`config.mk`:
```
export PLATFORM = sky130hd
export DESIGN_NAME = sorting_arbiter
export DESIGN_NICKNAME = d
export VERILOG_FILES = /design/src/rtl/sorting_arbiter.sv
export SDC_FILE = /design/constraint.sdc
export NUM_CORES = 1
export LEC_CHECK = 0
export CORE_ASPECT_RATIO = 0.9
export CORE_MARGIN = 1
export CORE_UTILIZATION = 39
export CTS_BUF_LIST = sky130_fd_sc_hd__clkbuf_8 sky130_fd_sc_hd__clkbuf_16
export CTS_CLUSTER_DIAMETER = 100
export CTS_CLUSTER_SIZE = 25
export DETAILED_ROUTE_END_ITERATION = 16
export PLACE_DENSITY = 0.73
export REMOVE_ABC_BUFFERS = 1
export SYNTH_ARGS = -nofsm -noshare
export SYNTH_HDL_FRONTEND = slang
export SYNTH_SLANG_ARGS = --single-unit
```
`constraint.sdc`:
```
create_clock -name clk_i -period 1.81 [get_ports clk_i]
set_input_delay 0.362 -clock clk_i [delete_from_list [all_inputs] [get_ports clk_i]]
set_output_delay 0.362 -clock clk_i [all_outputs]
set_load 0.05 [all_outputs]
```
`src/rtl/sorting_arbiter.sv`:
```
// Round-robin packet arbiter in front of a single sorting engine: grants one whole packet,
// forwards it with one cycle of latency, truncates at 2**AWIDTH words, then waits for the sorter.
`timescale 1ns/1ps
module sorting_arbiter #(
  parameter int unsigned CH_NUM = 4,
  parameter int unsigned DWIDTH = 8,
  parameter int unsigned AWIDTH = 3,
  localparam int unsigned GW    = $clog2(CH_NUM)
) (
  input  logic                     clk_i,
  input  logic                     srst_i,
  input  logic [CH_NUM*DWIDTH-1:0] data_i,
  input  logic [CH_NUM-1:0]        sop_i,
  input  logic [CH_NUM-1:0]        eop_i,
  input  logic [CH_NUM-1:0]        val_i,
  output logic [CH_NUM-1:0]        ready_o,
  input  logic                     busy_i,
  output logic [DWIDTH-1:0]        data_o,
  output logic                     sop_o,
  output logic                     eop_o,
  output logic                     val_o,
  output logic [GW-1:0]            grant_o,
  output logic                     trunc_o
);

  localparam int unsigned MAXLEN = 2 ** AWIDTH;
  localparam int unsigned CW     = AWIDTH + 1;

  typedef enum logic [2:0] {StIdle, StXfer, StDrop, StWaitAck, StWaitDone} state_e;

  state_e              state_q, state_d;
  logic [GW-1:0]       rr_q, rr_d;
  logic [GW-1:0]       grant_q, grant_d;
  logic [CW-1:0]       cnt_q, cnt_d;
  logic [DWIDTH-1:0]   data_q, data_d;
  logic                sop_q, sop_d;
  logic                eop_q, eop_d;
  logic                val_q, val_d;
  logic                trunc_q, trunc_d;

  logic [CH_NUM-1:0]   req;
  logic [CH_NUM-1:0]   ready;
  logic [CH_NUM-1:0]   grant_oh;
  logic [GW-1:0]       scan_idx;
  logic [GW-1:0]       win_idx;
  logic                win_found;
  logic                beat_last;
  logic [DWIDTH-1:0]   data_sel;

  // Round-robin search starting at the pointer and wrapping at CH_NUM-1.
  always_comb begin
    req       = val_i & sop_i;
    win_found = 1'b0;
    win_idx   = '0;
    scan_idx  = '0;
    for (int unsigned i = 0; i < CH_NUM; i++) begin
      scan_idx = GW'((32'(rr_q) + i) % CH_NUM);
      if (!win_found && req[scan_idx]) begin
        win_found = 1'b1;
        win_idx   = scan_idx;
      end
    end
  end

  always_comb begin
    grant_oh          = '0;
    grant_oh[grant_q] = 1'b1;
    data_sel          = data_i[32'(grant_q)*DWIDTH +: DWIDTH];
    beat_last         = (cnt_q == CW'(MAXLEN - 1));
  end

  always_comb begin
    state_d = state_q;
    rr_d    = rr_q;
    grant_d = grant_q;
    cnt_d   = cnt_q;
    data_d  = data_q;
    sop_d   = 1'b0;
    eop_d   = 1'b0;
    val_d   = 1'b0;
    trunc_d = 1'b0;
    ready   = '0;
    unique case (state_q)
      StIdle: begin
        // Stray beats are swallowed; the grant cycle itself accepts nothing.
        ready = val_i & ~sop_i;
        if (!busy_i && win_found) begin
          grant_d = win_idx;
          cnt_d   = '0;
          state_d = StXfer;
        end
      end
      StXfer: begin
        ready = grant_oh;
        if (val_i[grant_q]) begin
          val_d   = 1'b1;
          data_d  = data_sel;
          sop_d   = (cnt_q == '0);
          eop_d   = eop_i[grant_q] | beat_last;
          trunc_d = beat_last & ~eop_i[grant_q];
          cnt_d   = cnt_q + CW'(1);
          if (eop_i[grant_q]) begin
            state_d = StWaitAck;
          end else if (beat_last) begin
            state_d = StDrop;
          end
        end
      end
      StDrop: begin
        ready = grant_oh;
        if (val_i[grant_q] && eop_i[grant_q]) begin
          state_d = StWaitAck;
        end
      end
      StWaitAck: begin
        if (busy_i) begin
          state_d = StWaitDone;
        end
      end
      StWaitDone: begin
        if (!busy_i) begin
          state_d = StIdle;
          rr_d    = (grant_q == GW'(CH_NUM - 1)) ? '0 : grant_q + 1'b1;
        end
      end
      default: state_d = StIdle;
    endcase
  end

  always_ff @(posedge clk_i or posedge srst_i) begin
    if (srst_i) begin
      state_q <= StIdle;
      rr_q    <= '0;
      grant_q <= '0;
      cnt_q   <= '0;
      data_q  <= '0;
      sop_q   <= 1'b0;
      eop_q   <= 1'b0;
      val_q   <= 1'b0;
      trunc_q <= 1'b0;
    end else begin
      state_q <= state_d;
      rr_q    <= rr_d;
      grant_q <= grant_d;
      cnt_q   <= cnt_d;
      data_q  <= data_d;
      sop_q   <= sop_d;
      eop_q   <= eop_d;
      val_q   <= val_d;
      trunc_q <= trunc_d;
    end
  end

  // ready_o is combinational, so it is masked directly while reset is held.
  assign ready_o = srst_i ? '0 : ready;
  assign data_o  = data_q;
  assign sop_o   = sop_q;
  assign eop_o   = eop_q;
  assign val_o   = val_q;
  assign grant_o = grant_q;
  assign trunc_o = trunc_q;

endmodule

```
==> key figures, run 1 <==
Synthesis
  – XOR/XNOR share of the synthesized area: 0.564%
  – Synth Area in Adders: a little under 5%
  – Simple-Gate Fraction of Synth Area: between 10% and 20%
  – Top_reg_cell synth: dfrtp_1
  – YS warnings: 0
  – Synth top area share: 37.1%
  – Synth cell types: between 40 and 50
  – Biggest area consumer among synthesized cells: dfrtp_1
  – Compound-cell area share of the yosys netlist: between 10% and 20%
  – Post-Syn Area: approximately 0.0016 mm^2
  – Post-synth ARST share: 100%
  – Yosys reg bits: 23
  – Sequential share of the synthesized area: a little under two fifths
  – Area contributors post-synth: dfrtp_1 37%, mux4_2 13%, mux2_4 5.8%
  – Gate Count Post-Synth: approximately 140
  – Multiplexer share of the synthesized area: 24.1%
  – Most frequent cells after synthesis: 23 x dfrtp_1, 13 x inv_1, 9 x mux4_2
  – Post-synth EDFFs: 0
  – Count leader, synth: dfrtp_1
  – Largest family of logic cells by synthesized area: multiplexers
  – Mean Syn Cell Area: around 11 um^2

STA
  – Final Max Tran Viols: 0
  – Worst-margin pin slew: approximately 0.38 ns
  – Worst hold slack: a little over 0.5 ns
  – Clock Skews: 0.00104 ns
  – Final Critical Period: between 1.5 and 2 ns
  – Setup Viol. Count Final: 9
  – RSZ-0062 raised after global routing: yes
  – Period utilization: 105%
  – Final setup margin: -0.0970 ns
  – FMAX: 524 MHz
  – Setup TNS Final: -0.379 ns
  – Slew headroom: 74.6%
  – Hold Violations, Final: 0

Drt
  – DR iter-0 viols: 69
  – 1st-pass router iterations: 5
  – Via/cell ratio: about 5.5
  – Drc violations: 0
  – Wire per inst: approximately 16 um
  – Via count: ~1500
  – Final WL: 4470 um
  – Post-DRT Antenna Nets: 0

Placed design
  – Post-DP HPWL: 3540 um
  – Dpl cell area: roughly 0.0024 mm^2
  – Port buffer count: 64
  – Routability Congestion: around 0.9

Clock tree
  – CTS Buf Count: 3
  – CTS Sinks: 23
  – CTS tree: done
  – Clk pin slew, worst setup/hold paths: approximately 0.070 ns
  – H-tree levels: 1
  – Hold_buf cts: 0
  – Longest Clk Path Bufs: 2
  – Root Driver: clkbuf_8
  – Clock latency on the worst-skew pair: 0.26 ns

Critical path
  – WP data arrival: 1.55 ns
  – Worst r2r dst: cnt_q[2]
  – Setup Crit Path Kind: flip-flop to output pin
  – Launch point of the worst path: state_q[0]
  – CP Data Required Time: roughly 1.5 ns
  – RR Startpoint: state_q[1]
  – R2R cell count: 5
  – End of the critical path: ready_o[1]
  – Flop2flop setup slack: -0.03 ns
  – Worst setup EP type: output pin
  – CP Launch Type: flip-flop
  – CP Max Fanout: 5

Global routing
  – Initial antenna violation count: 0
  – Gr usage total: between 20 and 25%
  – Total grt overflow: 0
  – First-pass GRT wire length: roughly 6900 um
  – Vias in the first global route: between 1000 and 1500
  – Largest net degree at the start of global routing: 24

Floorplanning
  – Core area: ~0.0038 mm^2
  – Cell Rows: 21
  – Initial Util: slightly above 40%
  – # IOs: between 60 and 70
  – Chip Height: 61.9 um
  – Die Area: 0.00424 mm^2
  – Die Span X: 68.5 um

Final layout
  – N_diodes: 0
  – NumNets Final: approximately 280
  – Area delta synth->final: 66.4%
  – Fin util: ~70%
  – Share of cells above drive strength 1: approximately 34%
  – Final Cell Area: roughly 0.0026 mm^2

Worst hold path
  – HP Class: flip-flop to flip-flop

Outcome
  – Status: finished with violations
  – Failing checks: negative setup slack

Pwr
  – PD cells: between 1500 and 2000 mW/mm^2
  – Peak supply drop: about 860 uV
  – Lkg Pwr: 1.13 nW

Job
  – Maxcap violations: 0
[critical path, cell delays in order, from the launching register on]
cell and delay [ns]:
dfrtp_2 0.49, nor3_4 0.21, buf_6 0.13, a32oi_1 0.10
nor2_1 0.17, clkbuf_16 0.19
[stage by stage]
step	power [W]	worst slack [ns]	cells
4_1_cts	0.00401	-0.113	275
6_report	0.00406	-0.0970	275
2_1_floorplan	0.00252	-0.569	132
3_3_place_gp	0.00342	-0.165	267
3_5_place_dp	0.00352	-0.219	267
5_1_grt	0.00428	-0.172	275
[where the power goes]
part	total (W)	leakage [nW]	switching, W	internal (W)
Sequential	0.000955	0.288	0.000219	0.000736
Combinational	0.00280	0.813	0.00145	0.00135
Clock	0.000301	0.0269	0.000150	0.000151
Total	0.00406	1.13	0.00182	0.00223
[cell usage in the layout (no fill, tap or decap), types with 2 or more instances in the layout]
cell type and n:
inv_1 14, nor2_1 6, nor3_1 2, clkdlybuf4s50_1 46, or4bb_1 2, buf_12 3
nand2_1 8, nand3_1 4, o21ai_0 3, o21ai_1 4, a211oi_1 2, buf_6 5
nor4b_1 2, dfrtp_2 3, dfrtp_1 20, a21oi_1 3, a32oi_1 4, ha_1 6
clkbuf_8 3, nor3b_1 3, buf_4 37, mux4_2 9, clkbuf_16 2, mux2_1 3
mux2_4 7, o211ai_1 2
[cell type report]
| class | instances | area (um^2) |
|---|---|---|
| multi-input combinational | 95 | 942 |
| clock buffer | 3 | 41.3 |
| inverter | 14 | 55.1 |
| sequential | 23 | 579 |
| clock inverter | 1 | 3.75 |
| tap | 46 | 57.6 |
| fill | 267 | 1170 |
| timing repair buffer | 93 | 905 |
[how the worst min path moves through the flow]
| stage | slack, ns | endpoint | cells past startpoint | startpoint |
|---|---|---|---|---|
| after CTS | 0.51 | data_o[6] | 1 | data_o[6] |
| after floorplan | 0.36 | cnt_q[0] | 1 | srst_i |
| after global routing | 0.52 | data_o[6] | 1 | data_o[6] |
| final | 0.51 | sop_o | 1 | cnt_q[3] |
| after detailed placement | 0.48 | data_o[6] | 1 | data_o[6] |
| after global placement | 0.48 | sop_o | 1 | cnt_q[3] |
[repair_timing]
action	4_1_cts	5_1_grt
setup endpoints to repair	4	16
pin swaps	7	4
gates resized for setup	12	7
setup buffers	4	0
gates cloned	0	0
[metal layers]
layer	up-vias	track usage [%]	wire length, um
li1	708	-	-
met2	40	43.7	2450
met3	7	3.28	168
met5	-	0	0
met1	768	24.8	1790
met4	0	7.74	64
[flip-flops by register name (all words and copies together), names as in the netlist]
name     flops
cnt_q        4
data_o       8
eop_o        1
grant_o      2
rr_q         2
sop_o        1
state_q      3
trunc_o      1
val_o        1
[logic make-up (layout without fill, tap and decap cells)]
logic type | count (synthesis) | in the layout
simple gates | 37 | 37
compound gates | 30 | 30
flops | 23 | 23
mux | 21 | 21
buf+inv | 20 | 111
fa+ha+maj | 6 | 6
xor+xnor | 1 | 1
(Power assumes the default switching activity.)
==> run 2: changes to the inputs <==
Settings changed: ABC_CLOCK_PERIOD_IN_PS set to 1810.
==> results of run 2 <==
The final DEF is identical to that of run 1; final timing and power are the same.
==> run 3: changes to the inputs <==
Settings changed: CORE_MARGIN 1 to 2, CORE_UTILIZATION 39 to 56, DONT_BUFFER_PORTS set to 1, PLACE_DENSITY 0.73 to 0.7.
==> run 3 against run 2 <==
  * Register-to-register slack hardly changed
  * Total power is 12% lower
  * Non-clock buffer count is 68 lower
  * Critical path type unchanged
  * Clock power is 3% higher
  * Clock-buffer cell count stayed put
  * Global-route usage is 0.33 points lower
  * Via count is 21% lower
  * Combinational power is 30% lower
  * The run still ends with negative setup slack left
  * Largest power group unchanged
  * First-iteration DRC count is 26% lower
  * Cell count is 31% lower
  * Sequential cell count stayed put
  * Critical endpoint unchanged
  * Core utilization is 0.40 points higher
==> key figures, run 3 (same netlist as run 1, synthesis figures left out) <==
Placed design
  – Port buffer count: 0 (-100%)
  – Routability Congestion: 0.828 (-9.8%)
  – Setup WS pre-CTS: 0.135 ns (+0.355 ns)
  – Dpl cell area: 0.00170 mm^2 (-30%)
  – Post-DP HPWL: 2570 um (-27%)

Global routing
  – Largest net degree at the start of global routing: 24 (unchanged)
  – First-pass GRT wire length: 5220 um (-24%)
  – Vias in the first global route: 1108 (-25%)
  – Initial antenna violation count: 0 (unchanged)
  – Total grt overflow: 0 (unchanged)
  – Gr usage total: 22.1% (-0.33 points)

STA
  – Worst-margin pin slew: 0.485 ns (+0.109 ns)
  – Hold Violations, Final: 0 (unchanged)
  – Final setup margin: -0.0722 ns (+0.0249 ns)
  – Period utilization: 104% (-1.4 points)
  – RSZ-0062 raised after global routing: yes
  – FMAX: 531 MHz (+1.3%)
  – Clock Skews: 0.00672 ns (+0.00568 ns)
  – Slew headroom: 67.7% (-6.9 points)
  – Setup Viol. Count Final: 5 (-4)
  – Final Critical Period: 1.88 ns (-0.0249 ns)
  – Final Max Tran Viols: 0 (unchanged)

Clock tree
  – Root Driver: clkbuf_8
  – CTS tree: done
  – Clock latency on the worst-skew pair: 0.26 ns (about the same)
  – CTS Sinks: 23 (unchanged)
  – Hold_buf cts: 0 (unchanged)
  – Clk pin slew, worst setup/hold paths: 0.08 ns (about the same)
  – Longest Clk Path Bufs: 2 (unchanged)
  – CTS Buf Count: 3 (unchanged)
  – H-tree levels: 1 (unchanged)

Floorplanning
  – Cell Rows: 18 (-14%)
  – # IOs: 65 (unchanged)
  – Die Span X: 59.5 um (-13%)
  – Die Area: 0.00321 mm^2 (-24%)
  – Initial Util: 57.5% (+16 points)
  – Core area: 0.00270 mm^2 (-28%)
  – Chip Height: 54.0 um (-13%)

Drt
  – Wire per inst: 18.3 um (+13%)
  – Final WL: 3500 um (-22%)
  – Via/cell ratio: 6.32 (+14%)
  – Via count: 1208 (-21%)
  – Post-DRT Antenna Nets: 0 (unchanged)
  – 1st-pass router iterations: 5 (unchanged)
  – DR iter-0 viols: 51 (-26%)
  – Drc violations: 0 (unchanged)

Pwr
  – Combinational power share: 54.7% (-14 points)
  – Seq pwr share: 36.6% (+13 points)
  – PnR Total Power: 0.00359 W (-12%)
  – Sw Ratio: 47.5% (+2.6 points)
  – Switching pwr: 0.00170 W (-6.5%)
  – Int Pwr: 0.00188 W (-16%)
  – Lkg Pwr: 0.821 nW (-27%)
  – Clk network pwr share: 8.7% (+1.3 points)
  – Peak supply drop: 983 uV (+15%)
  – PD cells: 1920 mW/mm^2 (+22%)

Critical path
  – CP Max Fanout: 6 (+1)
  – CP Launch Type: flip-flop
  – Setup Crit Path Kind: flip-flop to output pin
  – Worst setup EP type: output pin
  – CP Data Required Time: 1.45 ns (about the same)
  – WP data arrival: 1.52 ns (-0.03 ns)

Outcome
  – Failing checks: negative setup slack
  – Status: finished with violations

Final layout
  – NumNets Final: 215 (-24%)
  – Share of cells above drive strength 1: 33.5% (-0.084 points)
  – Fin util: 69.2% (+0.40 points)
  – N_diodes: 0 (unchanged)
  – Flip-flop count of the largest register after layout: 8 (unchanged)
  – Commonest cells after routing, fill and taps aside: 22 x dfrtp_1, 17 x buf_4, 14 x inv_1
  – Final Cell Area: 0.00187 mm^2 (-28%)
  – Most common cell after layout, fill and taps aside: dfrtp_1
  – Area delta synth->final: 20.4%

Worst hold path
  – HP Class: primary input to async pin

Job
  – Maxcap violations: 0 (unchanged)
## run 3: worst max-delay path, cell delays in order (launching register included)
cell     delay [ns]
dfrtp_1        0.41
buf_6          0.15
nor3_4         0.17
buf_6          0.13
a32oi_1        0.09
nor2_1         0.13
buf_6          0.18
## run 3: power by group through the flow
stage / clock network, W / logic, W / registers [W]
after floorplan: 0 / 0.00106 / 0.00146
after global placement: 0 / 0.00163 / 0.00132
after detailed placement: 0 / 0.00168 / 0.00133
after CTS: 0.000315 / 0.00186 / 0.00131
after global routing: 0.000336 / 0.00211 / 0.00134
final: 0.000310 / 0.00196 / 0.00131
## run 3: worst paths after layout
path | from | end | slack, ns | cells past startpoint
min | srst_i | rr_q[0] | 0.02 | 2
max | state_q[2] | ready_o[1] | -0.07 | 6
max in group asynchronous | srst_i | grant_o[1] | 1.54 | 2
min reg2reg | cnt_q[3] | sop_o | 0.52 | 1
min in group clk_i | busy_i | state_q[2] | 0.36 | 2
max reg2reg | state_q[1] | grant_o[0] | -0.02 | 5
## run 3: stage by stage
step	cells	TNS (ns)	hold slack, ns
after global placement	181	0	0.317
after CTS	189	-0.181	0.0351
after global routing	191	-0.594	0.0495
after detailed placement	181	0	0.317
after floorplan	132	-8.72	0.364
final	191	-0.252	0.0217
## run 3: timing repair
item / CTS / global route
pin swaps: 5 / 6
buffers inserted: 4 / 2
setup endpoints to repair: 4 / 14
resized for setup: 12 / 7
## run 3: final cells by class
cell class	instances	area, um^2
flip-flops and latches	23	577
well taps	30	37.5
fillers	187	833
clock buffers	3	41.3
repair buffers	25	218
clock inverters	1	3.75
inverters	14	55.1
multi-input cells	95	937
## run 3: per-layer routing
layer	wire length [um]	global-route usage, %
met5	0	0
met2	1810	37.9
met1	1440	29.4
met3	210	4.09
met4	40	4.81
